--- config.mk ---
export PLATFORM = sky130hd
export DESIGN_NAME = dmem_arbiter
export DESIGN_NICKNAME = d
export VERILOG_FILES = /design/src/rtl/dmem_arb_pkg.sv /design/src/rtl/dmem_arbiter.sv
export SDC_FILE = /design/constraint.sdc
export NUM_CORES = 1
export LEC_CHECK = 0
export BUFFER_PORTS_ARGS = -buffer_cell sky130_fd_sc_hd__buf_2
export CORE_MARGIN = 5
export CORE_UTILIZATION = 28
export DETAILED_ROUTE_END_ITERATION = 12
export PLACE_DENSITY = 0.75
export RECOVER_POWER = 50
export SLEW_MARGIN = 20
export SYNTH_ARGS = -nofsm -noshare
export SYNTH_HDL_FRONTEND = slang
export SYNTH_SLANG_ARGS = --single-unit
--- constraint.sdc ---
create_clock -name clk -period 1.7 [get_ports clk]
set_input_delay 0.255 -clock clk [delete_from_list [all_inputs] [get_ports clk]]
set_output_delay 0.255 -clock clk [all_outputs]
set_load 0.02 [all_outputs]
--- src/rtl/dmem_arb_pkg.sv ---
// Shared types and constants for the data-memory arbiter.
package dmem_arb_pkg;

  typedef enum logic {
    ARB    = 1'b0,
    LOCKED = 1'b1
  } arb_state_t;

  localparam logic PORT_CPU = 1'b0;
  localparam logic PORT_DBG = 1'b1;

endpackage

--- src/rtl/dmem_arbiter.sv ---
// Round-robin arbiter sharing the single-port data memory between the MEM stage
// and the debug/loader port, with a bounded debug lock and 1-cycle read return.
module dmem_arbiter
  import dmem_arb_pkg::*;
#(
  parameter int unsigned ADDR_W   = 8,
  parameter int unsigned DATA_W   = 16,
  parameter int unsigned LOCK_MAX = 16
) (
  input  logic              clk,
  input  logic              reset,
  input  logic              cpu_req,
  input  logic              cpu_we,
  input  logic [ADDR_W-1:0] cpu_addr,
  input  logic [DATA_W-1:0] cpu_wdata,
  output logic              cpu_gnt,
  output logic              cpu_stall,
  output logic              cpu_rvalid,
  output logic [DATA_W-1:0] cpu_rdata,
  input  logic              dbg_req,
  input  logic              dbg_we,
  input  logic [ADDR_W-1:0] dbg_addr,
  input  logic [DATA_W-1:0] dbg_wdata,
  input  logic              dbg_lock,
  output logic              dbg_gnt,
  output logic              dbg_rvalid,
  output logic [DATA_W-1:0] dbg_rdata,
  output logic              mem_en,
  output logic              mem_we,
  output logic [ADDR_W-1:0] mem_addr,
  output logic [DATA_W-1:0] mem_wdata,
  input  logic [DATA_W-1:0] mem_rdata
);

  localparam int unsigned CNT_W = $clog2(LOCK_MAX + 1);

  arb_state_t       r_state;
  logic             r_prio_q;
  logic [CNT_W-1:0] r_lock_cnt;
  logic             r_rd_pend_q;
  logic             r_rd_own_q;

  logic w_cpu_gnt;
  logic w_dbg_gnt;
  logic w_lock_done;
  logic w_rd_gnt;

  // Zero-cycle grant from the requests and registered arbitration state.
  always_comb begin
    w_cpu_gnt = 1'b0;
    w_dbg_gnt = 1'b0;
    if (!reset) begin
      if (r_state == LOCKED) begin
        w_dbg_gnt = dbg_req;
      end else if (cpu_req && (!dbg_req || (r_prio_q == PORT_CPU))) begin
        w_cpu_gnt = 1'b1;
      end else begin
        w_dbg_gnt = dbg_req;
      end
    end
  end

  assign w_lock_done = (r_lock_cnt == CNT_W'(LOCK_MAX));
  assign w_rd_gnt    = mem_en & ~mem_we;

  // Memory-side mux: idle bus is driven to zero.
  always_comb begin
    mem_en    = w_cpu_gnt | w_dbg_gnt;
    mem_we    = 1'b0;
    mem_addr  = '0;
    mem_wdata = '0;
    if (w_cpu_gnt) begin
      mem_we    = cpu_we;
      mem_addr  = cpu_addr;
      mem_wdata = cpu_wdata;
    end else if (w_dbg_gnt) begin
      mem_we    = dbg_we;
      mem_addr  = dbg_addr;
      mem_wdata = dbg_wdata;
    end
  end

  assign cpu_gnt    = w_cpu_gnt;
  assign dbg_gnt    = w_dbg_gnt;
  assign cpu_stall  = cpu_req & ~w_cpu_gnt;
  assign cpu_rvalid = ~reset & r_rd_pend_q & (r_rd_own_q == PORT_CPU);
  assign dbg_rvalid = ~reset & r_rd_pend_q & (r_rd_own_q == PORT_DBG);
  assign cpu_rdata  = cpu_rvalid ? mem_rdata : '0;
  assign dbg_rdata  = dbg_rvalid ? mem_rdata : '0;

  // Arbitration state, lock counter and read-return tracking.
  always_ff @(posedge clk) begin
    if (reset) begin
      r_state     <= ARB;
      r_prio_q    <= PORT_CPU;
      r_lock_cnt  <= '0;
      r_rd_pend_q <= 1'b0;
      r_rd_own_q  <= PORT_CPU;
    end else begin
      r_rd_pend_q <= w_rd_gnt;
      if (w_rd_gnt) begin
        r_rd_own_q <= w_dbg_gnt ? PORT_DBG : PORT_CPU;
      end
      if (r_state == ARB) begin
        if (w_cpu_gnt) begin
          r_prio_q <= PORT_DBG;
        end else if (w_dbg_gnt) begin
          r_prio_q <= PORT_CPU;
        end
        if (w_dbg_gnt && dbg_lock) begin
          r_state    <= LOCKED;
          r_lock_cnt <= CNT_W'(1);
        end
      end else begin
        if (!w_lock_done) begin
          r_lock_cnt <= r_lock_cnt + CNT_W'(1);
        end
        // Exhausting the lock hands the next contention to the CPU.
        if (!dbg_lock || w_lock_done) begin
          r_state    <= ARB;
          r_lock_cnt <= '0;
          if (w_lock_done) begin
            r_prio_q <= PORT_CPU;
          end
        end
      end
    end
  end

endmodule
==> results by group, run 1 <==
Detailed routing
  • Met3 routed WL: about 530 microns
  • DRC Markers: 0
  • WL met1: 1.793 mm
  • Final ANT Viol Nets: 0
  • Vias per inst: approximately 4.9
  • Router iterations before antenna repair: 4
  • Via count of the routed design: 1,547
  • Initial DRC Count: 27
  • Top sig layer: met4
  • Post-Route WL: roughly 4.6 mm
  • Met2 wire length: 2.191 mm
  • Routed WL per cell: 14.47 microns

Min path
  • HP Class: in -> reg

Floorplan
  • Die Wd: 70.13 microns
  • Full die area: 4918 sq um
  • Num rows: 21
  • Starting Density: between 20% and 30%
  • # IOs: 134
  • Die span in y: about 70 microns
  • Core ar.: ~3400 sq um

Yosys
  • Register area share after synthesis: between 10% and 20%
  • Ys Warns: 0
  • Top_reg_cell synth: dfxtp_1
  • Synthesized cell area: approximately 1000 sq um
  • Yosys top cell area share: around 24%
  • Seq cells post-synth: 9
  • Area leader, netlist: a22o_1
  • Number of flops mapped to enable cells by yosys: 0
  • Top-count cell post-synth: and2_1
  • Syn nets: approximately 200
  • Commonest cells post-synth: and2_1 (32), a22o_1 (28), dfxtp_1 (9), a21oi_1 (5), nor2_1 (5)
  • Syn_area_per_cell: roughly 8 sq um
  • Syn Inst Count: about 130
  • Library cells used by synthesis: 30
  • Largest cells by area after synthesis: a22o_1 (24%), and2_1 (20%), dfxtp_1 (18%), buf_6 (4.4%), and3b_1 (2.6%)
  • Synth async-reset ratio: 0%

Worst setup path
  • Crit path DAT: roughly 1800 ps
  • Slowest-stage cell, CP: or3b_4
  • Worst-path maximum fanout: 7
  • Worst EP required: approximately 1400 ps
  • CP max stage delay: between 300 and 400 ps
  • Critical Path, Cell by Cell: or3b_4 -> and3b_1 -> buf_4 -> a22o_1 -> buf_2
  • Crit end category: primary output
  • Critical path buffers and inverters: 2
  • CP top delay family: simple AND/OR/NAND/NOR gates
  • Nature of the critical path startpoint: flop
  • Crit Path Class: reg -> out

GRT
  • Grt total ovfl: 0
  • First-pass GRT wire length: 7.189 mm
  • GRT Total Usage: about 18%
  • Initial antenna violation count: 0
  • Vias in the first global route: ~1,600
  • Pin count of the biggest net entering global routing: 21

STA
  • Layout Skew: 1.496 ps
  • Final Slew Violations: 0
  • Hold Vio Cnt, Final: 0
  • Final setup viols: 28
  • Rel. slew slack: between 70 and 80%
  • RSZ-0062 raised after global routing: true
  • Period utilization: 118.8%
  • Crit path time final: 2020 ps
  • FMAX: 495.0 MHz
  • Setup ws final: -320.1 ps
  • Tightest Pin Transition: 361.9 ps
  • Hold_ws: approximately 260 ps

Placed design
  • Final GP Congestion: between 0.8 and 0.9
  • Worst setup slack after placement: -51.74 ps
  • I/O Buffers: around 130
  • Post-DP Area: slightly below 2000 sq um
  • Placed insts: approximately 300
  • HPWL after DPL: approximately 3.7 mm

Final layout
  • Layout cells sized above 1: approximately two thirds
  • Filler cell count: around 300
  • Layout Cells excl Fill: approximately 320
  • P&R area growth vs syn: 107.5%
  • # nets final: approximately 340
  • N_diodes: 0
  • Final instance area: about 2100 sq um

Power and ir drop
  • Tot Pwr: about 0.87 mW
  • Pwr dens: 413.8 nW/um^2
  • Reported leakage power: roughly 1.2 nW
  • VDD IR max: between 150 and 200 uV

CTS
  • Clock Latency Late Sink: 260 ps
  • Worst-case clock buffer depth: 2
  • # hold bufs at CTS: 0
  • Worst-path clk slew: roughly 60 ps
  • CTS Buf Count: 3
  • CTS sink cnt: 9
  • CTS H-tree depth: 1
  • CTS Root Cell: clkbuf_4
  • CTS tree: yes

Status
  • Status: finished with violations
  • Violated checks: setup timing

Flow run
  • Max Cap Viol: 0
[final timing paths]
path / slack, ps / end / cells past startpoint / from
worst min-delay path: 260 / r_state / 3 / dbg_lock
worst max register to register: 160 / r_lock_cnt[0] / 4 / r_prio_q
worst min register to register: 540 / r_lock_cnt[1] / 1 / r_lock_cnt[1]
worst max-delay path: -320 / mem_wdata[15] / 5 / r_prio_q
[placed cells by master (no fill, tap or decap), types with 3 or more instances in the layout]
master / instances
buf_4: 10
a22o_1: 9
and2_1: 32
nor2_1: 5
buf_6: 3
a21oi_1: 5
buf_2: 131
buf_12: 3
inv_1: 3
a22o_4: 19
clkbuf_4: 3
dfxtp_1: 7
[cell families (layout without fill, tap and decap cells)]
family | count (synthesis) | count (layout) | synth area share (%)
buffers and inverters | 14 | 157 | 8.528
adders and majority gates | 2 | 2 | 2.472
xor gates and xnor gates | 2 | 2 | 1.731
AOI/OAI and AO/OA | 38 | 38 | 30.90
and+or+nand+nor | 61 | 61 | 38.57
DFF | 9 | 9 | 17.80
[what timing repair did]
action | in CTS | in global routing
pin swaps | 1 | 1
hold endpoints to repair | 0 | 0
setup endpoints to repair | 28 | 28
gates resized for setup | 9 | 9
setup buffers | 2 | 1
cloned | 2 | 0
[tightest hold or removal path, stage by stage]
cell      delay [ps]
buf_2            130
nand2b_1          70
a21oi_1           30
[flip-flops by register name (all words and copies together), names as in the netlist]
name,count
r_lock_cnt,5
r_rd_own_q,1
r_rd_pend_q,1
r_prio_q,1
r_state,1
[per-stage QoR]
stage / setup TNS, ps / utilization [%]
2_1_floorplan: -874.8 / -
4_1_cts: -7849 / 60.59
5_1_grt: -9400 / 61.50
3_3_place_gp: -731.0 / 57.22
6_report: -7661 / 61.50
3_5_place_dp: -1052 / 57.22
[power by group]
group	leakage (nW)	switching, mW	internal [mW]
Combinational	1.15	0.233	0.243
Sequential	0.0741	0.00556	0.220
Clock	0.0150	0.0774	0.0907
[routing by layer]
metal  vias to the layer above  global-route usage [%]
met1                       683                   20.02
met2                       114                   31.90
li1                        746                       -
met5                         -                       0
met3                         4                   4.448
met4                         0                   5.106
[final cells by class]
class / count / area [sq um] / area share [%]
Multi-Input combinational cell: 103 / 930.9 / 44.31
Timing Repair Buffer: 150 / 892.1 / 42.47
Sequential cell: 9 / 182.7 / 8.696
Tap cell: 46 / 57.56 / 2.740
Clock buffer: 4 / 26.28 / 1.251
Inverter: 3 / 11.26 / 0.5360
Power figures use the tool's default switching activity.
==> run 2: changes to the inputs <==
--- a/config.mk
+++ b/config.mk
@@ -6,9 +6,10 @@
 export NUM_CORES = 1
 export LEC_CHECK = 0
+export ABC_AREA = 1
 export BUFFER_PORTS_ARGS = -buffer_cell sky130_fd_sc_hd__buf_2
 export CORE_MARGIN = 5
-export CORE_UTILIZATION = 28
+export CORE_UTILIZATION = 29
 export DETAILED_ROUTE_END_ITERATION = 12
-export PLACE_DENSITY = 0.75
+export PLACE_DENSITY = 0.77
 export RECOVER_POWER = 50
 export SLEW_MARGIN = 20
==> constraint.sdc (replaced) <==
create_clock -name clk -period 1.7 [get_ports clk]
set_input_delay 0.255 -clock clk [delete_from_list [all_inputs] [get_ports clk]]
set_output_delay 0.255 -clock clk [all_outputs]
set_load 0.005 [all_outputs]
==> results by group, run 2 <==
Yosys
  • Top_reg_cell synth: dfxtp_1
  • Yosys top cell area share: 20.54%
  • Library cells used by synthesis: 19
  • Syn_area_per_cell: between 6 and 7 sq um
  • Area leader, netlist: a22o_1
  • Synth async-reset ratio: 0%
  • Register area share after synthesis: between 10% and 20%
  • Seq cells post-synth: 9
  • Syn nets: 231
  • Top-count cell post-synth: nor2_1
  • Ys Warns: 0
  • Largest cells by area after synthesis: a22o_1 (21%), dfxtp_1 (18%), nor2_1 (14%), inv_1 (9.5%), buf_6 (6.6%)
  • Syn Inst Count: approximately 160
  • Commonest cells post-synth: nor2_1 (38), inv_1 (26), a22o_1 (24), nand2_1 (16), nand3_1 (11)
  • Number of flops mapped to enable cells by yosys: 0
  • Synthesized cell area: 1023 sq um

Power and ir drop
  • Tot Pwr: approximately 0.75 mW
  • Pwr dens: approximately 400 nW/um^2
  • Reported leakage power: 1.177 nW
  • VDD IR max: between 400 and 500 uV

Final layout
  • Largest register FFs: 5
  • Final instance area: around 1900 sq um
  • # nets final: roughly 370
  • Layout Cells excl Fill: 341
  • Commonest non-fill, non-tap cell in the layout: buf_2
  • Most frequent cells in the layout: buf_2 (131), inv_1 (24), a22o_1 (24), nor2_1 (24), nand2_1 (15)
  • Finished Core Util: between 50% and 60%
  • Largest Register: r_lock_cnt
  • Area of the multi-input gates: slightly above 700 sq um
  • N_diodes: 0
  • Register area: 186.4 sq um
  • P&R area growth vs syn: 83.99%
  • Layout cells sized above 1: roughly three fifths
  • Filler cell count: 329

CTS
  • Worst-path clk slew: 60 ps
  • Clock Latency Late Sink: about 260 ps
  • CTS Root Cell: clkbuf_4
  • CTS H-tree depth: 1
  • CTS Buf Count: 3
  • CTS sink cnt: 9
  • Worst-case clock buffer depth: 2
  • # hold bufs at CTS: 0
  • CTS tree: yes

Flow run
  • Max Cap Viol: 0

STA
  • Setup ws final: about 17 ps
  • Final Slew Violations: 0
  • Tightest Pin Transition: 458.5 ps
  • Hold Vio Cnt, Final: 0
  • Final setup viols: 0
  • Crit path time final: ~1700 ps
  • Hold_ws: between 200 and 300 ps
  • Setup TNS: 0 ps
  • RSZ-0062 raised after global routing: true
  • Layout Skew: between 0.6 and 0.7 ps
  • Period utilization: 99.00%
  • Rel. slew slack: between 60 and 70%
  • FMAX: between 500 and 600 MHz

Min path
  • HP Class: in -> reg
  • HP Start: dbg_lock
  • Hold worst-path end: r_state
  • WHS Path Cells: 3

Floorplan
  • Starting Density: between 30% and 40%
  • Die Wd: between 60 and 70 microns
  • Full die area: 4817 sq um
  • Num rows: 21
  • Die span in y: 69.41 microns
  • Core ar.: between 3000 and 4000 sq um
  • # IOs: around 130

Worst setup path
  • Critical R2R Capture: r_lock_cnt[2]
  • Worst EP required: between 1000 and 1500 ps
  • Nature of the critical path startpoint: flop
  • Crit path DAT: ~1400 ps
  • Crit end category: primary output
  • CP top delay family: buffers and inverters
  • Slowest-stage cell, CP: dfxtp_2
  • Crit Path Class: reg -> out
  • R2r setup slk: slightly below 400 ps
  • Worst-path maximum fanout: 7
  • Critical Path Source: r_rd_own_q
  • CP max stage delay: between 300 and 400 ps
  • Critical path buffers and inverters: 4
  • Reg2Reg Launch Point: r_lock_cnt[0]
  • Critical Path, Cell by Cell: inv_2 -> nor3_4 -> clkinvlp_4 -> buf_6 -> nor2_2 -> buf_2
  • Reg2Reg Depth: 7

Placed design
  • Worst setup slack after placement: 165.0 ps
  • Post-DP Area: approximately 1700 sq um
  • Final GP Congestion: ~1.0
  • HPWL after DPL: about 3.8 mm
  • Placed insts: ~330
  • I/O Buffers: between 100 and 150

GRT
  • First-pass GRT wire length: ~7.1 mm
  • GRT Total Usage: between 15 and 20%
  • Initial antenna violation count: 0
  • Grt total ovfl: 0
  • Pin count of the biggest net entering global routing: 27
  • Vias in the first global route: 1,444

Detailed routing
  • DRC Markers: 0
  • Initial DRC Count: between 90 and 100
  • Final ANT Viol Nets: 0
  • Router iterations before antenna repair: 4
  • Via count of the routed design: roughly 1,600
  • Routed WL per cell: 13.93 microns
  • Post-Route WL: about 4.8 mm
  • Vias per inst: between 4 and 5

Status
  • Status: completed
==> run 2: changes by cell type after synthesis, sizes merged, moves of 3 or more <==
cell | previous run | this run
nand2 | 3 | 18
nand3 | 2 | 14
inv | 3 | 32
nor2 | 5 | 39
clkbuf | 4 | 0
and3b | 3 | 0
a22o | 28 | 24
and2 | 32 | 0
==> run 2: final cells by class <==
type / instances / share of cell area (%)
repair buffers: 140 / 39.87
multi-input cells: 110 / 38.54
flip-flops and latches: 9 / 9.900
inverters: 32 / 7.243
well taps: 46 / 3.056
clock buffers: 4 / 1.395
==> run 2: cell families after synthesis <==
| kind of cell | synth area share (%) |
|---|---|
| buf+inv | 19.31 |
| flops | 17.60 |
| simple gates | 35.33 |
| xor+xnor | 0.8559 |
| fa+ha+maj | 2.445 |
| compound gates | 24.45 |
==> run 2: worst min-delay path, cell delays in order <==
cell and delay [ps]:
buf_2 120, nand3_1 80, a21oi_1 50
==> run 2: routing by layer <==
| layer | global-route usage [%] | vias up | share of wire [%] |
|---|---|---|---|
| met2 | 31.25 | 89 | 52 |
| li1 | - | 790 | - |
| met3 | 5.652 | 4 | 12 |
| met5 | 0 | - | 0 |
| met4 | 1.952 | 0 | 0.67 |
| met1 | 20.88 | 695 | 35 |
==> run 2: how the worst max path moves through the flow <==
stage	end	depth (start not counted)
2_1_floorplan	mem_wdata[10]	6
3_3_place_gp	mem_addr[2]	8
3_5_place_dp	mem_wdata[4]	8
4_1_cts	dbg_rdata[1]	6
5_1_grt	dbg_rdata[11]	6
6_report	dbg_rdata[11]	6
==> run 2: power by group <==
group | internal (mW) | switching, mW
Clock | 0.0903 | 0.0729
Sequential | 0.221 | 0.00762
Combinational | 0.179 | 0.184
==> run 2: what timing repair did <==
action	4_1_cts	5_1_grt
setup endpoints to repair	27	41
resized for setup	3	34
buffers inserted	3	2
pin swaps	1	1
==> run 3: changes to the inputs <==
- CTS_BUF_LIST: unset -> sky130_fd_sc_hd__clkbuf_16
==> results by group, run 3 (synthesized netlist as in run 2, its figures left out) <==
GRT
  • Pin count of the biggest net entering global routing: 27
  • Initial antenna violation count: 0
  • GRT Total Usage: 17.55%
  • Grt total ovfl: 0
  • First-pass GRT wire length: roughly 7.0 mm
  • Vias in the first global route: 1,418

CTS
  • Worst-path clk slew: roughly 40 ps
  • CTS sink cnt: 9
  • # hold bufs at CTS: 0
  • CTS Root Cell: clkbuf_16
  • Clock Latency Late Sink: about 230 ps
  • CTS Buf Count: 3
  • CTS H-tree depth: 1
  • CTS tree: yes
  • Worst-case clock buffer depth: 2

Placed design
  • HPWL after DPL: between 3 and 4 mm
  • Post-DP Area: 1702 sq um
  • I/O Buffers: between 100 and 150
  • Final GP Congestion: approximately 1.0

Floorplan
  • # IOs: roughly 130
  • Full die area: 4817 sq um
  • Die span in y: slightly below 70 microns
  • Num rows: 21
  • Die Wd: 69.41 microns
  • Core ar.: 3390 sq um
  • Starting Density: between 30% and 40%

Worst setup path
  • Worst EP required: 1440 ps
  • Nature of the critical path startpoint: flop
  • Worst-path maximum fanout: 17
  • Critical R2R Capture: r_lock_cnt[2]
  • R2r setup slk: between 400 and 500 ps
  • Crit end category: primary output
  • Crit Path Class: reg -> out
  • Crit path capture: mem_wdata[4]
  • Reg2Reg Depth: 7
  • Critical Path Source: r_state
  • Crit path DAT: about 1400 ps
  • Reg2Reg Launch Point: r_lock_cnt[0]

Final layout
  • # nets final: between 300 and 400
  • Largest Register: r_lock_cnt
  • Area of the multi-input gates: a little under 700 sq um
  • Commonest non-fill, non-tap cell in the layout: buf_2
  • Finished Core Util: between 50% and 60%
  • Layout cells sized above 1: a little under three fifths
  • Register area: roughly 180 sq um
  • P&R area growth vs syn: 81.05%
  • Filler cell count: between 300 and 400
  • Final instance area: 1853 sq um
  • Largest register FFs: 5
  • Most frequent cells in the layout: buf_2 (132), nor2_1 (31), inv_1 (24), a22o_1 (24), nand2_1 (16)
  • N_diodes: 0

Detailed routing
  • Via count of the routed design: about 1,500
  • Routed WL per cell: about 14 microns
  • Vias per inst: ~4.6
  • DRC Markers: 0
  • Initial DRC Count: approximately 120
  • Final ANT Viol Nets: 0
  • Router iterations before antenna repair: 4
  • Post-Route WL: between 4 and 5 mm

Power and ir drop
  • Power Internal: 0.7005 mW
  • Clock power share: between 40 and 50%
  • Tot Pwr: between 0.9 and 1 mW
  • Psw: 0.2837 mW
  • Reported leakage power: 1.178 nW
  • VDD IR max: between 500 and 600 uV
  • Pwr dens: 531.2 nW/um^2
  • Comb power frac: around a third
  • Seq pwr share: a little under a quarter
  • Sw Ratio: a little under 30%

Status
  • Status: completed

STA
  • RSZ-0062 raised after global routing: true
  • Period utilization: a little over nine tenths
  • Tightest Pin Transition: approximately 460 ps
  • Rel. slew slack: ~69%
  • Crit path time final: around 1700 ps
  • Setup TNS: 0 ps
  • FMAX: between 500 and 600 MHz
  • Final setup viols: 0
  • Final Slew Violations: 0
  • Hold Vio Cnt, Final: 0
  • Layout Skew: 1.759 ps

Flow run
  • Max Cap Viol: 0

Min path
  • HP Class: in -> reg
[run 3: cell types whose count changed in the layout (fill, tap and decap cells not counted), moves of 2 or more]
cell       previous run  this run
buf_4                 2         0
nor2_1               24        31
clkbuf_16             0         3
nor2_4                7         3
buf_6                 5         1
clkbuf_4              3         0
nor2_2                8         5
[run 3: critical path, cell delays in order (launching register included)]
cell and delay [ps]:
dfxtp_2 340, nor2_1 170, nand3_2 120, inv_2 110, buf_12 140, a22o_1 170, buf_2 120
[run 3: per-stage QoR]
stage | instances | hold WS (ps) | worst slack, ps
global route | 338 | 324.2 | -81.99
floorplan | 158 | 415.3 | 444.8
global placement | 332 | 469.3 | 197.3
detailed placement | 332 | 458.2 | 165.0
CTS | 336 | 325.1 | 18.36
finish | 338 | 323.8 | 22.71
[run 3: per-layer routing]
layer | vias to the layer above | global-route usage (%) | wire, microns
met5 | - | 0 | 0
met4 | 0 | 3.905 | 53
met3 | 5 | 6.232 | 539
met2 | 85 | 30.19 | 2341
met1 | 675 | 20.79 | 1709
li1 | 784 | - | -
[run 3: how the worst min path moves through the flow]
stage / startpoint / endpoint / slack, ps / cells after the start
after global placement: r_prio_q / r_prio_q / 470 / 2
final: dbg_lock / r_state / 320 / 3
after CTS: dbg_lock / r_state / 330 / 3
after floorplan: dbg_lock / r_state / 420 / 2
after global routing: dbg_lock / r_state / 320 / 3
after detailed placement: r_prio_q / r_prio_q / 460 / 2
[run 3: power groups by stage]
stage / Clock, mW / Combinational (mW) / Sequential, mW
global route: 0.436 / 0.383 / 0.231
floorplan: 0 / 0.164 / 0.230
CTS: 0.422 / 0.334 / 0.228
global placement: 0 / 0.328 / 0.231
finish: 0.409 / 0.346 / 0.230
detailed placement: 0 / 0.331 / 0.231
[run 3: what timing repair did]
item / 4_1_cts / 5_1_grt
gates resized for setup: 2 / 22
buffers inserted: 0 / 1
pin swaps: 0 / 4
cloned: 0 / 1
endpoints found under the setup margin: 18 / 20
[run 3: final cells by class]
type / count / area share, %
clock buffer: 3 / 4.051
clock inverter: 1 / 0.2026
inverter: 32 / 7.360
multi-input combinational: 110 / 36.60
sequential: 9 / 9.926
tap: 46 / 3.106
timing repair buffer: 136 / 38.35
timing repair inverter: 1 / 0.4051
